<file path="src/rtl/mul_seq.sv">
// Iterative shift-add multiplier for the RISC-V M-extension multiply ops (MUL/MULH/MULHSU/MULHU).
// Fixed latency of WIDTH+1 cycles from an accepted start to the done strobe.
module mul_seq #(
   parameter int unsigned WIDTH = 32
) (
   input  logic             clk,
   input  logic             reset,
   input  logic             start,
   input  logic [1:0]       op,
   input  logic [WIDTH-1:0] a,
   input  logic [WIDTH-1:0] b,
   output logic             busy,
   output logic             done,
   output logic [WIDTH-1:0] result
);

   localparam int unsigned CntW = (WIDTH > 1) ? $clog2(WIDTH) : 1;

   typedef enum logic [1:0] {StIdle, StCompute, StFinish} state_e;

   state_e           state_q, state_d;
   logic [CntW-1:0]  cnt_q, cnt_d;
   logic [WIDTH-1:0] mcand_q, mcand_d;
   logic [WIDTH-1:0] acc_hi_q, acc_hi_d;
   // Low accumulator half doubles as the multiplier shift register.
   logic [WIDTH-1:0] acc_lo_q, acc_lo_d;
   logic [1:0]       op_q, op_d;
   logic             neg_q, neg_d;
   logic [WIDTH-1:0] result_q, result_d;
   logic             done_q, done_d;

   logic               sign_a, sign_b;
   logic [WIDTH-1:0]   mag_a, mag_b;
   logic [WIDTH:0]     addend, sum;
   logic [2*WIDTH-1:0] prod_abs, prod;

   always_comb begin
      sign_a = a[WIDTH-1] & ((op == 2'b01) | (op == 2'b10));
      sign_b = b[WIDTH-1] & (op == 2'b01);
      // The most negative value maps to its own bit pattern, which is the correct magnitude.
      mag_a  = sign_a ? ('0 - a) : a;
      mag_b  = sign_b ? ('0 - b) : b;

      addend   = acc_lo_q[0] ? {1'b0, mcand_q} : '0;
      sum      = {1'b0, acc_hi_q} + addend;
      prod_abs = {acc_hi_q, acc_lo_q};
      prod     = neg_q ? ('0 - prod_abs) : prod_abs;
   end

   always_comb begin
      state_d  = state_q;
      cnt_d    = cnt_q;
      mcand_d  = mcand_q;
      acc_hi_d = acc_hi_q;
      acc_lo_d = acc_lo_q;
      op_d     = op_q;
      neg_d    = neg_q;
      result_d = result_q;
      done_d   = 1'b0;

      unique case (state_q)
         StIdle: begin
            if (start) begin
               state_d  = StCompute;
               mcand_d  = mag_a;
               acc_lo_d = mag_b;
               acc_hi_d = '0;
               cnt_d    = '0;
               op_d     = op;
               neg_d    = sign_a ^ sign_b;
            end
         end
         StCompute: begin
            acc_hi_d = sum[WIDTH:1];
            acc_lo_d = {sum[0], acc_lo_q[WIDTH-1:1]};
            cnt_d    = cnt_q + CntW'(1);
            if (cnt_q == CntW'(WIDTH - 1)) begin
               state_d = StFinish;
            end
         end
         StFinish: begin
            result_d = (op_q == 2'b00) ? prod[WIDTH-1:0] : prod[2*WIDTH-1:WIDTH];
            done_d   = 1'b1;
            state_d  = StIdle;
         end
         default: begin
            state_d = StIdle;
         end
      endcase
   end

   always_ff @(posedge clk or posedge reset) begin
      if (reset) begin
         state_q  <= StIdle;
         cnt_q    <= '0;
         mcand_q  <= '0;
         acc_hi_q <= '0;
         acc_lo_q <= '0;
         op_q     <= 2'b00;
         neg_q    <= 1'b0;
         result_q <= '0;
         done_q   <= 1'b0;
      end else begin
         state_q  <= state_d;
         cnt_q    <= cnt_d;
         mcand_q  <= mcand_d;
         acc_hi_q <= acc_hi_d;
         acc_lo_q <= acc_lo_d;
         op_q     <= op_d;
         neg_q    <= neg_d;
         result_q <= result_d;
         done_q   <= done_d;
      end
   end

   assign busy   = (state_q != StIdle);
   assign done   = done_q;
   assign result = result_q;

endmodule

</file>
<file path="config.mk">
export PLATFORM = sky130hd
export DESIGN_NAME = mul_seq
export DESIGN_NICKNAME = d
export VERILOG_FILES = /design/src/rtl/mul_seq.sv
export SDC_FILE = /design/constraint.sdc
export NUM_CORES = 1
export LEC_CHECK = 0
export ABC_AREA = 1
export CORE_ASPECT_RATIO = 1.2
export CORE_MARGIN = 5
export CORE_UTILIZATION = 60
export CTS_BUF_LIST = sky130_fd_sc_hd__clkbuf_4 sky130_fd_sc_hd__clkbuf_8 sky130_fd_sc_hd__clkbuf_16
export DETAILED_ROUTE_END_ITERATION = 12
export PLACE_DENSITY = 0.91
export SYNTH_ARGS = -nofsm -noshare
export SYNTH_HDL_FRONTEND = slang
export SYNTH_SLANG_ARGS = --single-unit
</file>
<file path="constraint.sdc">
create_clock -name clk -period 13.8 [get_ports clk]
set_input_delay 2.07 -clock clk [delete_from_list [all_inputs] [get_ports clk]]
set_output_delay 2.07 -clock clk [all_outputs]
set_load 0.02 [all_outputs]
</file>
==> results.toml, run 1 <==
[logic_synthesis]
yosysSeqAreaShare_pct = 28.61
avgSynthCellArea_um2 = 6.082
synth_area_leaders = "dfrtp_1, nand2_1, inv_1"
synthCells = 1999
synth_cell_types = 48
synth_top_area_share_pct = 28.61
synth.largest_area_cell = "dfrtp_1"
ys.warnings.count = 0
synth_nets = 2107
synthesis.area_mm2 = 0.01216
ys_ff_latch = 139

[placement]
dp.final_hpwl_mm = 30.52
placed_area_mm2 = 0.01335
post-place-ws_ps = 8857
io_buffers = 102
placed_cells = 2321
place_congestion = 0.9825

[clock_tree]
clock-root-buffer = "clkbuf_16"
cts-resized-gates = 0
cts_tree = "yes"
clock_latency_ps = 440
htreeDepth = 4
cts_buffers = 17
holdBufCountCts = 0
clkSinkCount = 139
cts_setup_buffers = 0
clkTransAtPathRegs_ps = 60
ctsLongestPathBuffers = 2

[detailed_routing]
via_count = 13399
dr.pass1.iters = 6
ant_nets = 0
wirelength_mm = 38.84
drc = 0
wire_per_inst_um = 16.51
drt_iter0_drc = 1351
vias_per_cell = 5.694

[layout]
drive_above_1_share_pct = 5.795
antenna_cells = 0
syn2layout_area_growth_pct = 14.62
num-nets-final = 2183
final_cell_count_no_fill = 2353
fill_cells = 1813
fin_area_mm2 = 0.01394

[grt]
grt_pass1_vias = 12549
grt_pass1_wl_mm = 62.35
use_met2_pct = 52.98
top_usage_layer = "met2"
grtUsageMet1_pct = 41.94
grt_max_degree = 74
met3_usage_pct = 5.156
antenna_found_initial = 0
grt-ovfl-total = 0
grt_usage_pct = 33.04

[flow_run]
max-cap-violations = 0

[sta]
fin_ws_ps = 9215
fin_crit_ps = 4585
hold_violations = 0
fmax_ghz = 0.2181
tns_ps = 0
slew_headroom_pct = 22.85
fin_crit_sh_pct = 33.22
final_max_slew_viol_count = 0
worst_slew_pin_slew_ps = 1156
rsz0062_at_grt = "no"
setup-violations-final = 0
fin_skew_ps = 16.72

[floorplan]
row_count = 57
dieWidth_um = 139.9
initial_utilization_pct = 60.45
dieArea_mm2 = 0.02322
core_area_mm2 = 0.02011
io_pins = 103
die_h_um = 165.9

[worst_setup_path]
cp-start-kind = "primary input"
critPathMaxFanout = 73
arrival_ps = 4930
crit_type = "in -> reg"
cp.required_ps = 14140
end_kind = "flop"
ff2ff_path_depth = 16

[min_path]
min_path_type = "reg -> reg"
holdPathStages = 2

[power]
power_mw = 3.200
peakVddDrop_mv = 0.1668
leakage_nw = 7.227
power_density_mw_per_mm2 = 229.6

[outcome]
status = "completed"
==> worst max-delay path, stage by stage <==
cell             delay, ps
clkdlybuf4s50_1        410
nand2_2                 60
buf_4                  520
inv_2                  460
nor2_4                 500
buf_4                  440
inv_2                  210
o22ai_1                210
==> placed cells by master (no fill, tap or decap), drive strengths merged <==
master         synthesis  final
nand2                633    633
inv                  289    290
nor2                 271    271
nand3                199    199
o21ai                149    149
dfrtp                139    139
clkdlybuf4s50          0    102
a21oi                 97     97
ha                    38     38
xor2                  34     34
a22oi                 28     28
clkbuf                31     22
nor3                  10     10
nand4                 10     10
clkinv                 4      8
buf                   21      7
a31oi                  6      6
nand3b                 6      6
o22ai                  6      6
o211ai                 5      5
o21bai                 5      5
or2                    4      4
and2                   3      3
o31ai                  3      3
clkinvlp               0      3
a22o                   2      2
bufinv                 0      2
o221ai                 1      1
nor4                   1      1
or3                    1      1
a21o                   1      1
xnor2                  1      1
fa                     1      1
==> power by group <==
part           switching [mW]  internal (mW)
sequential              0.287          0.580
combinational            1.24          0.625
clock                   0.184          0.281
total                    1.71           1.49
==> routing by layer <==
layer	vias to the layer above	wire, µm
met1	6086	15420
met2	638	17640
met3	147	3262
li1	6528	-
met5	-	0
met4	0	2517
==> final cells by class <==
| class | instances | area, µm² | share of cell area [%] |
|---|---|---|---|
| Multi-Input combinational cell | 1515 | 7352 | 52.76 |
| Sequential cell | 139 | 3480 | 24.97 |
| Inverter | 293 | 1109 | 7.955 |
| Timing Repair Buffer | 109 | 1074 | 7.703 |
| Clock buffer | 22 | 475.5 | 3.412 |
| Tap cell | 265 | 331.6 | 2.379 |
| Clock inverter | 10 | 115.1 | 0.8260 |
==> state kept, by name, indices dropped and copies added (netlist names) <==
| register | flops |
|---|---|
| acc_hi_q | 32 |
| acc_lo_q | 32 |
| mcand_q | 32 |
| result | 32 |
| cnt_q | 5 |
| op_q | 2 |
| state_q | 2 |
| done | 1 |
| neg_q | 1 |
==> Yosys cell counts (all sizes together) <==
cell type	number
nand2	633
inv	289
nor2	271
nand3	199
o21ai	149
dfrtp	139
a21oi	97
ha	38
xor2	34
clkbuf	31
a22oi	28
buf	21
nand4	10
nor3	10
a31oi	6
nand3b	6
o22ai	6
o211ai	5
o21bai	5
clkinv	4
or2	4
and2	3
o31ai	3
a22o	2
a21o	1
fa	1
nor4	1
o221ai	1
or3	1
xnor2	1
==> through the flow <==
step / util (%) / hold WS (ps)
2_1_floorplan: - / 449.4
3_3_place_gp: 66.36 / 463.2
3_5_place_dp: 66.36 / 470.2
4_1_cts: 69.29 / 487.7
5_1_grt: 69.29 / 503.4
6_report: 69.29 / 484.1
==> kinds of logic (layout without fill, tap and decap cells) <==
kind of cell	Yosys count	count (layout)	synth area share, %
adders and majority gates	39	39	4.075
and+or+nand+nor	1138	1138	39.94
xor gates and xnor gates	35	35	2.521
AOI/OAI and AO/OA	303	303	13.83
DFF	139	139	28.61
buffers and inverters	345	434	11.02
==> path summary, 6_finish.rpt <==
kind                                          from  slack [ps]                        to
max                                          start        9220   acc_hi_q[3]$_DFFE_PP0P_
min                        mcand_q[28]$_DFFE_PP0P_         480   mcand_q[28]$_DFFE_PP0P_
max reg2reg                acc_lo_q[0]$_DFFE_PP0P_       10570  acc_hi_q[31]$_DFFE_PP0P_
min reg2reg                mcand_q[28]$_DFFE_PP0P_         480   mcand_q[28]$_DFFE_PP0P_
max in group asynchronous                    reset       10320         neg_q$_DFFE_PP0P_
min in group asynchronous                    reset        2060     result[9]$_DFFE_PP0P_
(Power assumes the default switching activity.)
==> run 2, diff against run 1 <==
Settings changed: CORE_UTILIZATION 60 to 54, PLACE_DENSITY 0.91 to 0.87.
Clock period 13.8 ns to 4.1 ns, I/O delays scaled along.
==> results.toml, run 2 (same netlist as run 1, synthesis figures left out) <==
[detailed_routing]
ant_nets = 0
wire_per_inst_um = 16.48
vias_per_cell = 5.628
drc = 0
wirelength_mm = 39.13
drt_iter0_drc = 1368
via_count = 13360
dr.pass1.iters = 6

[clock_tree]
cts_setup_buffers = 0
cts_tree = "yes"
ctsLongestPathBuffers = 2
htreeDepth = 4
clock_latency_ps = 440
clkSinkCount = 139
clkTransAtPathRegs_ps = 70
clock-root-buffer = "clkbuf_16"
cts_buffers = 17
cts-resized-gates = 0
holdBufCountCts = 0

[sta]
slew_headroom_pct = 29.11
fin_crit_ps = 2761
tns_ps = 0
rsz0062_at_grt = "no"
final_max_slew_viol_count = 0
setup-violations-final = 0
fin_skew_ps = 14.41
worst_slew_pin_slew_ps = 1063
hold_violations = 0
fmax_ghz = 0.3621
fin_crit_sh_pct = 67.35

[power]
peakVddDrop_mv = 0.5184
power_mw = 10.84
leakage_nw = 7.272
power_density_mw_per_mm2 = 772.7

[worst_setup_path]
cp_top_family = "buffers and inverters"
cp.required_ps = 4420
cp-start-kind = "flop"
slowest_delay_ps = 380
cp_num_cells = 16
path_buf_inv = 5
worstReg2RegEnd = "acc_hi_q[23]$_DFFE_PP0P_"
r2r-start = "acc_lo_q[0]$_DFFE_PP0P_"
end_kind = "flop"
arrival_ps = 3080
critPathMaxFanout = 33
crit_slowest_cell = "fa_1"
path_cells = "buf_4, nand2_1, inv_1, ha_1, inv_1, fa_1, inv_1, nand2_1, o21ai_1, inv_1, o21ai_2, nand2_1, nand3_1, nand2_1, nand3_1, nand2_1"
crit_type = "reg -> reg"
crit_top_cell = "nand2_1"
regToRegSetupSlack_ps = 1340
ff2ff_path_depth = 16

[min_path]
holdPathStages = 2
min_path_type = "reg -> reg"
holdPathEnd = "mcand_q[29]$_DFFE_PP0P_"
hp-start = "mcand_q[29]$_DFFE_PP0P_"

[flow_run]
max-cap-violations = 0

[layout]
antenna_cells = 0
num-nets-final = 2190
final_common_cell = "nand2_1"
final_cell_mix = "nand2_1, inv_1, nor2_1"
drive_above_1_share_pct = 6.110
syn2layout_area_growth_pct = 15.44
fin_area_mm2 = 0.01403
fill_cells = 2079

[grt]
grt_pass1_vias = 12756
antenna_found_initial = 0
grt-ovfl-total = 0
grt_pass1_wl_mm = 63.44
grt_usage_pct = 30.36
grt_max_degree = 73

[floorplan]
dieArea_mm2 = 0.02563
io_pins = 103
die_h_um = 174.4
row_count = 60
initial_utilization_pct = 54.53
dieWidth_um = 147.0
core_area_mm2 = 0.02230

[placement]
io_buffers = 102
place_congestion = 1.031
dp.final_hpwl_mm = 30.63
placed_area_mm2 = 0.01343

[outcome]
status = "completed"
[run 2: area by class of cell]
type / count / area, µm² / area share, %
Inverter: 293 / 1107 / 7.890
Clock inverter: 15 / 182.7 / 1.302
Tap cell: 279 / 349.1 / 2.487
Timing Repair Buffer: 116 / 1139 / 8.113
Multi-Input combinational cell: 1515 / 7352 / 52.38
Sequential cell: 139 / 3480 / 24.79
Clock buffer: 17 / 425.4 / 3.031
[run 2: how the worst max path moves through the flow]
stage	startpoint	endpoint	slack, ps
after CTS	acc_lo_q[0]$_DFFE_PP0P_	acc_hi_q[23]$_DFFE_PP0P_	1410
after global placement	op[0]	acc_lo_q[30]$_DFFE_PP0P_	1230
after global routing	acc_lo_q[0]$_DFFE_PP0P_	acc_hi_q[29]$_DFFE_PP0P_	1000
after detailed placement	op[0]	acc_lo_q[30]$_DFFE_PP0P_	1170
after floorplan	reset	acc_hi_q[0]$_DFFE_PP0P_	1750
final	acc_lo_q[0]$_DFFE_PP0P_	acc_hi_q[23]$_DFFE_PP0P_	1340
[run 2: worst reg2reg max path, delay by kind of cell (launching register included)]
family | cells | cell delay, ps
compound gates | 2 | 480
fa+ha+maj | 2 | 540
buf+inv | 5 | 710
flops | 1 | 320
simple gates | 7 | 610
[run 2: routing by layer]
| layer | track usage, % | vias up | wire length [µm] | part of all wire [%] |
|---|---|---|---|---|
| met2 | 50.64 | 617 | 18300 | 47 |
| met4 | 15.50 | 0 | 2101 | 5.4 |
| met5 | 0 | - | 0 | 0 |
| met1 | 38.38 | 6058 | 15630 | 40 |
| li1 | - | 6533 | - | - |
| met3 | 4.276 | 152 | 3096 | 7.9 |
[run 2: through the flow]
stage	instances	setup WS (ps)	hold slack, ps	utilization, %
detailed placement	2342	1169	465.9	60.22
finish	2374	1339	479.7	62.95
global placement	2342	1234	463.5	60.22
global route	2374	999.8	513.1	62.95
floorplan	1999	1750	449.4	-
CTS	2374	1407	483.9	62.95
[run 2: where the power goes]
part / total (mW) / internal [mW] / switching [mW]
Sequential: 2.90 / 1.95 / 0.950
Clock: 1.61 / 0.876 / 0.735
Combinational: 6.33 / 2.13 / 4.20
Total: 10.8 / 4.96 / 5.89
